===== config.mk =====
export PLATFORM = sky130hd
export DESIGN_NAME = add_32bit_seq
export DESIGN_NICKNAME = d
export VERILOG_FILES = /design/src/rtl/add_32bit_seq.sv
export SDC_FILE = /design/constraint.sdc
export NUM_CORES = 1
export LEC_CHECK = 0
export CAP_MARGIN = 20
export CORE_AREA = 4 4 104 106
export CTS_CLUSTER_SIZE = 8
export DETAILED_ROUTE_END_ITERATION = 8
export DIE_AREA = 0 0 108 110
export PLACE_DENSITY = 0.87
export SLEW_MARGIN = 20
export SYNTH_ARGS = -nofsm -noshare
export SYNTH_HDL_FRONTEND = slang
export SYNTH_SLANG_ARGS = --single-unit

===== constraint.sdc =====
create_clock -name CLK -period 6.2 [get_ports CLK]
set_input_delay 0.62 -clock CLK [delete_from_list [all_inputs] [get_ports CLK]]
set_output_delay 0.62 -clock CLK [all_outputs]
set_load 0.005 [all_outputs]

===== src/rtl/add_32bit_seq.sv =====
// Byte-serial 32-bit adder: Z = X + Y + C_IN (mod 2^32) with carry out; optional V port when ADD_OVERFLOW_EN is defined.
// Latency: 4 cycles from the START sample edge to the DONE pulse; back-to-back issue leaves one idle cycle between operations.
// Backpressure: START is only sampled while idle; any request while BUSY is high is dropped without effect.
module add_32bit_seq (
  input  logic        CLK,
  input  logic        RST,
  input  logic        START,
  input  logic [31:0] X,
  input  logic [31:0] Y,
  input  logic        C_IN,
  output logic [31:0] Z,
  output logic        C_OUT,
  output logic        BUSY,
  output logic        DONE
`ifdef ADD_OVERFLOW_EN
  ,
  output logic        V
`endif
);

  localparam logic S_IDLE = 1'b0;
  localparam logic S_RUN  = 1'b1;

  logic        r_state;
  logic [1:0]  r_cnt;
  logic [31:0] r_x;
  logic [31:0] r_y;
  logic        r_carry;
  logic [23:0] r_acc;

  logic [7:0]  w_xb;
  logic [7:0]  w_yb;
  logic [8:0]  w_sum;
  logic        w_last;

  // Select the operand byte addressed by the counter and add it with the running carry.
  always_comb begin
    w_xb = 8'd0;
    w_yb = 8'd0;
    case (r_cnt)
      2'd0: begin w_xb = r_x[7:0];   w_yb = r_y[7:0];   end
      2'd1: begin w_xb = r_x[15:8];  w_yb = r_y[15:8];  end
      2'd2: begin w_xb = r_x[23:16]; w_yb = r_y[23:16]; end
      default: begin w_xb = r_x[31:24]; w_yb = r_y[31:24]; end
    endcase
    w_sum  = {1'b0, w_xb} + {1'b0, w_yb} + {8'd0, r_carry};
    w_last = (r_state == S_RUN) && (r_cnt == 2'd3);
  end

  // Sequencer and datapath: latch operands on START, then accumulate one byte per cycle.
  always_ff @(posedge CLK or posedge RST) begin
    if (RST) begin
      r_state <= S_IDLE;
      r_cnt   <= 2'd0;
      r_x     <= 32'd0;
      r_y     <= 32'd0;
      r_carry <= 1'b0;
      r_acc   <= 24'd0;
    end else begin
      case (r_state)
        S_IDLE: begin
          if (START) begin
            r_x     <= X;
            r_y     <= Y;
            r_carry <= C_IN;
            r_cnt   <= 2'd0;
            r_state <= S_RUN;
          end
        end
        default: begin
          r_carry <= w_sum[8];
          r_cnt   <= r_cnt + 2'd1;
          case (r_cnt)
            2'd0:    r_acc[7:0]   <= w_sum[7:0];
            2'd1:    r_acc[15:8]  <= w_sum[7:0];
            2'd2:    r_acc[23:16] <= w_sum[7:0];
            default: r_state      <= S_IDLE;
          endcase
        end
      endcase
    end
  end

  // Visible outputs: result registers change only on the final byte so Z never shows a partial sum.
  always_ff @(posedge CLK or posedge RST) begin
    if (RST) begin
      Z     <= 32'd0;
      C_OUT <= 1'b0;
      BUSY  <= 1'b0;
      DONE  <= 1'b0;
`ifdef ADD_OVERFLOW_EN
      V     <= 1'b0;
`endif
    end else begin
      DONE <= w_last;
      if ((r_state == S_IDLE) && START) begin
        BUSY <= 1'b1;
      end else if (w_last) begin
        BUSY <= 1'b0;
      end
      if (w_last) begin
        Z     <= {w_sum[7:0], r_acc};
        C_OUT <= w_sum[8];
`ifdef ADD_OVERFLOW_EN
        // Signed overflow: operands share a sign that the result does not.
        V     <= (r_x[31] == r_y[31]) && (w_sum[7] != r_x[31]);
`endif
      end
    end
  end

endmodule


==> results of run 1 <==
## layout make-up
type	count	area [um^2]
flip-flops and latches	127	3180
multi-input cells	304	2070
clock inverters	10	138
fillers	664	2690
inverters	13	51.3
clock buffers	21	439
well taps	133	166
repair buffers	105	1040
## per-stage QoR
step / std cells / cell area [um^2] / setup slack [ns]
after floorplan: 472 / 5430 / 2.20
after global placement: 682 / 6510 / 3.18
after detailed placement: 682 / 6510 / 3.01
after CTS: 713 / 7080 / 2.93
after global routing: 713 / 7080 / 2.71
final: 713 / 7080 / 2.81
## cell families (layout without fill, tap and decap cells)
kind of cell | Yosys count | after routing | synth area share [%]
AND/OR/NAND/NOR | 139 | 139 | 9.90
flip-flops | 127 | 127 | 58.5
AO/OA/AOI/OAI | 80 | 80 | 10.0
multiplexers | 68 | 68 | 14.0
buffers and inverters | 41 | 149 | 3.59
adder cells (fa/ha/maj) | 14 | 14 | 3.50
XOR/XNOR | 3 | 3 | 0.484
## power groups by stage
| stage | clock [mW] | combinational (mW) | sequential, mW |
|---|---|---|---|
| 2_1_floorplan | 0 | 1.38 | 1.41 |
| 3_3_place_gp | 0 | 1.91 | 1.47 |
| 3_5_place_dp | 0 | 2.01 | 1.50 |
| 4_1_cts | 0.979 | 2.05 | 1.49 |
| 5_1_grt | 1.02 | 2.24 | 1.53 |
| 6_report | 0.972 | 2.08 | 1.49 |
## worst paths after layout
| kind | startpoint | to | slack [ns] | depth (start not counted) |
|---|---|---|---|---|
| max in group asynchronous | RST | r_carry | 4.31 | 3 |
| hold / removal | r_acc[1] | Z[1] | 0.47 | 2 |
| hold reg to reg | r_acc[1] | Z[1] | 0.47 | 2 |
| setup / recovery | r_cnt[0] | r_acc[14] | 2.81 | 12 |
| setup reg to reg | r_cnt[0] | r_acc[14] | 2.81 | 12 |
| min in group asynchronous | RST | Z[18] | 0.62 | 2 |
## cells in the mapped netlist, types with 3 or more instances
master / number / area (um^2)
ha_1: 12 / 150
o21ai_0: 22 / 110
a21oi_1: 16 / 80.1
nand3_1: 3 / 15.0
buf_2: 6 / 30.0
nor2_1: 17 / 63.8
mux2_2: 65 / 732
xnor2_1: 3 / 26.3
mux2i_1: 3 / 30.0
a222oi_1: 16 / 160
o31ai_1: 13 / 97.6
inv_1: 13 / 48.8
buf_4: 5 / 37.5
nand2_1: 114 / 428
clkbuf_1: 15 / 56.3
dfrtp_1: 127 / 3180
## metal layers
metal  track usage, %  wire, um  share of wire [%]
met1             26.9      4970                 39
met2             40.3      6680                 52
met3             5.24       882                6.9
met4             9.02       339                2.6
met5                0         0                  0
## worst min-delay path: stages (launching register included)
cell and delay, ns:
dfrtp_1 0.34, nand2_1 0.05, nand2_1 0.05
## registers in the layout, summed over array words and instances, names as in the netlist
name     count
Z           32
r_x         32
r_y         32
r_acc       24
r_cnt        2
BUSY         1
C_OUT        1
DONE         1
r_carry      1
r_state      1
==> results.cfg, run 1 <==
[drt]
wl_per_cell_um = 18.1
drt-pass1-iter-count = 6
ant_nets = 0
wl_um = 12900
drt_iter0_markers = 334
num_vias = 4029
drcViolationCount = 0
via_per_inst = 5.65

[clock_network]
cts_resized = 0
cts.sink_count = 127
insertion_delay_ns = 0.51
path_clk_slew_ns = 0.06
numCtsBuffers = 17
ctsRootBufferMaster = clkbuf_8
cts_buffer_depth = 2
cts_tree = yes
cts_hold_buffers = 0
htreeDepth = 4
cts_setup_buffers = 0

[power_and_ir_drop]
post-layout-total-power_mw = 4.54
sw_frac_of_total_pct = 38.8
peakVddDrop_mv = 0.330
pwr-share-clk_pct = 21.4
intPower_mw = 2.78
p_sw_mw = 1.76
p_leak_nw = 3.17
power_frac_seq_pct = 32.9
comb_power_share_pct = 45.7
p_per_area_nw_per_um2 = 641

[cells_and_area]
antenna_cells = 0
final_common_cell = dfrtp_1
final_cell_mix = dfrtp_1 (127), nand2_1 (114), clkdlybuf4s50_1 (102), mux2_2 (65), o21ai_0 (22)
final_nets = 650
syn2layout_area_growth_pct = 30.4
drive_gt1_share_pct = 16.9
fin_util_pct = 72.5

[synthesis]
async_flop_share_pct = 100
yosysUniqueCellTypes = 29
syn-num-nets = 554
syn_avg_cell_area_um2 = 11.5
synth_edf_count = 0
yosys_most_used_dff = dfrtp_1
ys_seq_area_share_pct = 58.5
synth_seq_cells = 127
syn_inst = 472
ys_warn_count = 0
synth_area_um2 = 5430

[floorplan]
ios = 103
initial_utilization_pct = 55.6
row_count = 36
die_y_um = 110
dieArea_um2 = 11900
die_w_um = 108
core_area_um2 = 9770

[placement]
numPortBuffers = 102
gp_congestion = 0.861
dpl.hpwl_um = 8900

[worst_setup_path]
critical_path.cell_chain = inv_1, ha_1, a222oi_1, nand2_1, o21ai_0, fa_1, inv_1, fa_1, a21oi_1, o211ai_1, xnor2_1, o21ai_0
arrival_ns = 3.74
cp-start-kind = flop
critPathMaxStageDelay_ns = 0.45
end_kind = flop
critPathRequiredTime_ns = 6.56
cp_num_buf_inv = 2
path_max_fanout = 17
worstSetupPathType = flop to flop
cp_slowest_cell = ha_1
critPathTopFamily = compound AO/OA/AOI/OAI gates

[min_path]
hold_path.class = flop to flop

[global_route]
overflow = 0
first_global_vias = 4209
grt_pass1_wl_um = 20700
grt_antenna_before_repair = 0
grt_max_degree = 65
track_usage_pct = 22.7

[timing]
slew_violations = 0
fmax_mhz = 295
finClkSkew_ns = 0.00755
min_period_over_period_pct = 54.6
setup_viol = 0
tightest_slew_ns = 0.856
rsz0062_at_grt = no
min_period_ns = 3.39
hold_viol = 0
max_slew_margin_pct = 42.8
setup_tns_ns = 0
whs_ns = 0.472

[job]
drv_cap = 0

[status]
outcome = completed
No activity file was read; power rests on OpenSTA's default activity.
==> run 2, diff against run 1 <==
Settings changed: CORE_AREA 4 4 104 106 to 4 4 108 110, DIE_AREA 0 0 108 110 to 0 0 112 114, PLACE_DENSITY 0.87 to 0.81.
Clock period 6.2 ns to 3.3 ns, I/O delays scaled along.
==> results.cfg, run 2 (same netlist as run 1, synthesis figures left out) <==
[status]
outcome = completed

[power_and_ir_drop]
p_leak_nw = 3.22
peakVddDrop_mv = 0.731
p_per_area_nw_per_um2 = 1200

[clock_network]
htreeDepth = 4
cts_resized = 0
ctsRootBufferMaster = clkbuf_8
cts_buffer_depth = 2
cts_hold_buffers = 0
cts_setup_buffers = 0
cts_tree = yes
cts.sink_count = 127
numCtsBuffers = 17
path_clk_slew_ns = 0.06
insertion_delay_ns = 0.52

[timing]
min_period_ns = 3.15
fmax_mhz = 317
finClkSkew_ns = 0.00833
hold_viol = 0
setup_tns_ns = 0
slew_violations = 0
max_slew_margin_pct = 43.1
min_period_over_period_pct = 95.4
setup_viol = 0
fin_ws_ns = 0.150
rsz0062_at_grt = yes
tightest_slew_ns = 0.853

[cells_and_area]
stdcell_count = 727
syn2layout_area_growth_pct = 32.6
drive_gt1_share_pct = 18.2
final_nets = 656
antenna_cells = 0
reg_top3 = Z (32), r_x (32), r_y (32)
final_common_cell = dfrtp_1
fin_area_um2 = 7200
final_cell_mix = dfrtp_1 (127), nand2_1 (114), clkdlybuf4s50_1 (102), mux2_2 (65), o21ai_0 (22)

[floorplan]
core_area_um2 = 10700
initial_utilization_pct = 50.8
ios = 103
row_count = 38
die_y_um = 114
die_w_um = 112
dieArea_um2 = 12800

[global_route]
grt_antenna_before_repair = 0
overflow = 0
grt_pass1_wl_um = 20500
track_usage_pct = 20.7
grt_max_degree = 70
first_global_vias = 4039

[placement]
gp_congestion = 0.896
dpl.hpwl_um = 9280
place_ws_ns = 0.205
numPortBuffers = 102
dpl_cell_area_um2 = 6590
place_inst = 695

[worst_setup_path]
critPathRequiredTime_ns = 3.68
arrival_ns = 3.53
r2r_slack_ns = 0.15
cp-start-kind = flop
path_max_fanout = 9
end_kind = flop
worstSetupPathType = flop to flop

[drt]
via_per_inst = 5.54
drt-pass1-iter-count = 6
wl_um = 12900
wl_per_cell_um = 17.8
ant_nets = 0
drt_iter0_markers = 327
drcViolationCount = 0
num_vias = 4028

[min_path]
hold_path.class = primary input to asynchronous set/reset pin

[job]
drv_cap = 0
-- run 2: cell types whose count changed in the layout (fill, tap and decap cells not counted), moves of 2 or more --
cell        before  now
clkbuf_8         2    5
buf_12           0    2
clkinvlp_4       2    4
buf_4            3    7
-- run 2: through the flow --
stage,total power [mW],utilization (%),hold slack [ns]
floorplan,5.25,-,0.416
global placement,6.44,61.6,0.450
detailed placement,6.66,61.6,0.456
CTS,8.60,67.3,0.243
global route,9.18,67.3,0.263
finish,8.64,67.3,0.238
-- run 2: per-layer routing --
layer / part of all wire (%) / track usage, %
met2: 50 / 34.6
met5: 0 / 0
met1: 41 / 25.8
met4: 2.4 / 7.93
met3: 7.0 / 5.68
-- run 2: path summary, 6_finish.rpt --
path | startpoint | end | cells past startpoint
worst max register to register | r_cnt[1] | r_acc[4] | 13
max in group asynchronous | RST | r_y[17] | 3
worst min-delay path | RST | r_carry | 2
worst min register to register | r_acc[17] | Z[17] | 2
worst max-delay path | r_cnt[1] | r_acc[4] | 13
min in group CLK | Y[27] | r_y[27] | 3
-- run 2: final cells by class --
class                           count  area [um^2]
Clock buffer                       23          477
Tap cell                          140          175
Clock inverter                      9          131
Timing Repair Buffer              111         1110
Fill cell                         799         3500
Sequential cell                   127         3180
Inverter                           13         52.6
Multi-Input combinational cell    304         2070
-- run 2: report_power, final --
group          total (mW)  switching [mW]  internal (mW)
clock network        1.89           0.657           1.23
registers            2.85           0.511           2.33
logic                3.91            2.13           1.79
-- run 2: critical path, stage by stage (launching register included) --
cell and delay, ns:
dfrtp_1 0.40, inv_1 0.10, ha_1 0.30, buf_4 0.21
a222oi_1 0.24, nand2_1 0.08, o21ai_0 0.11, fa_1 0.23
inv_1 0.05, fa_1 0.41, a21oi_1 0.22, o21bai_1 0.10
xnor2_1 0.34, o21ai_0 0.18
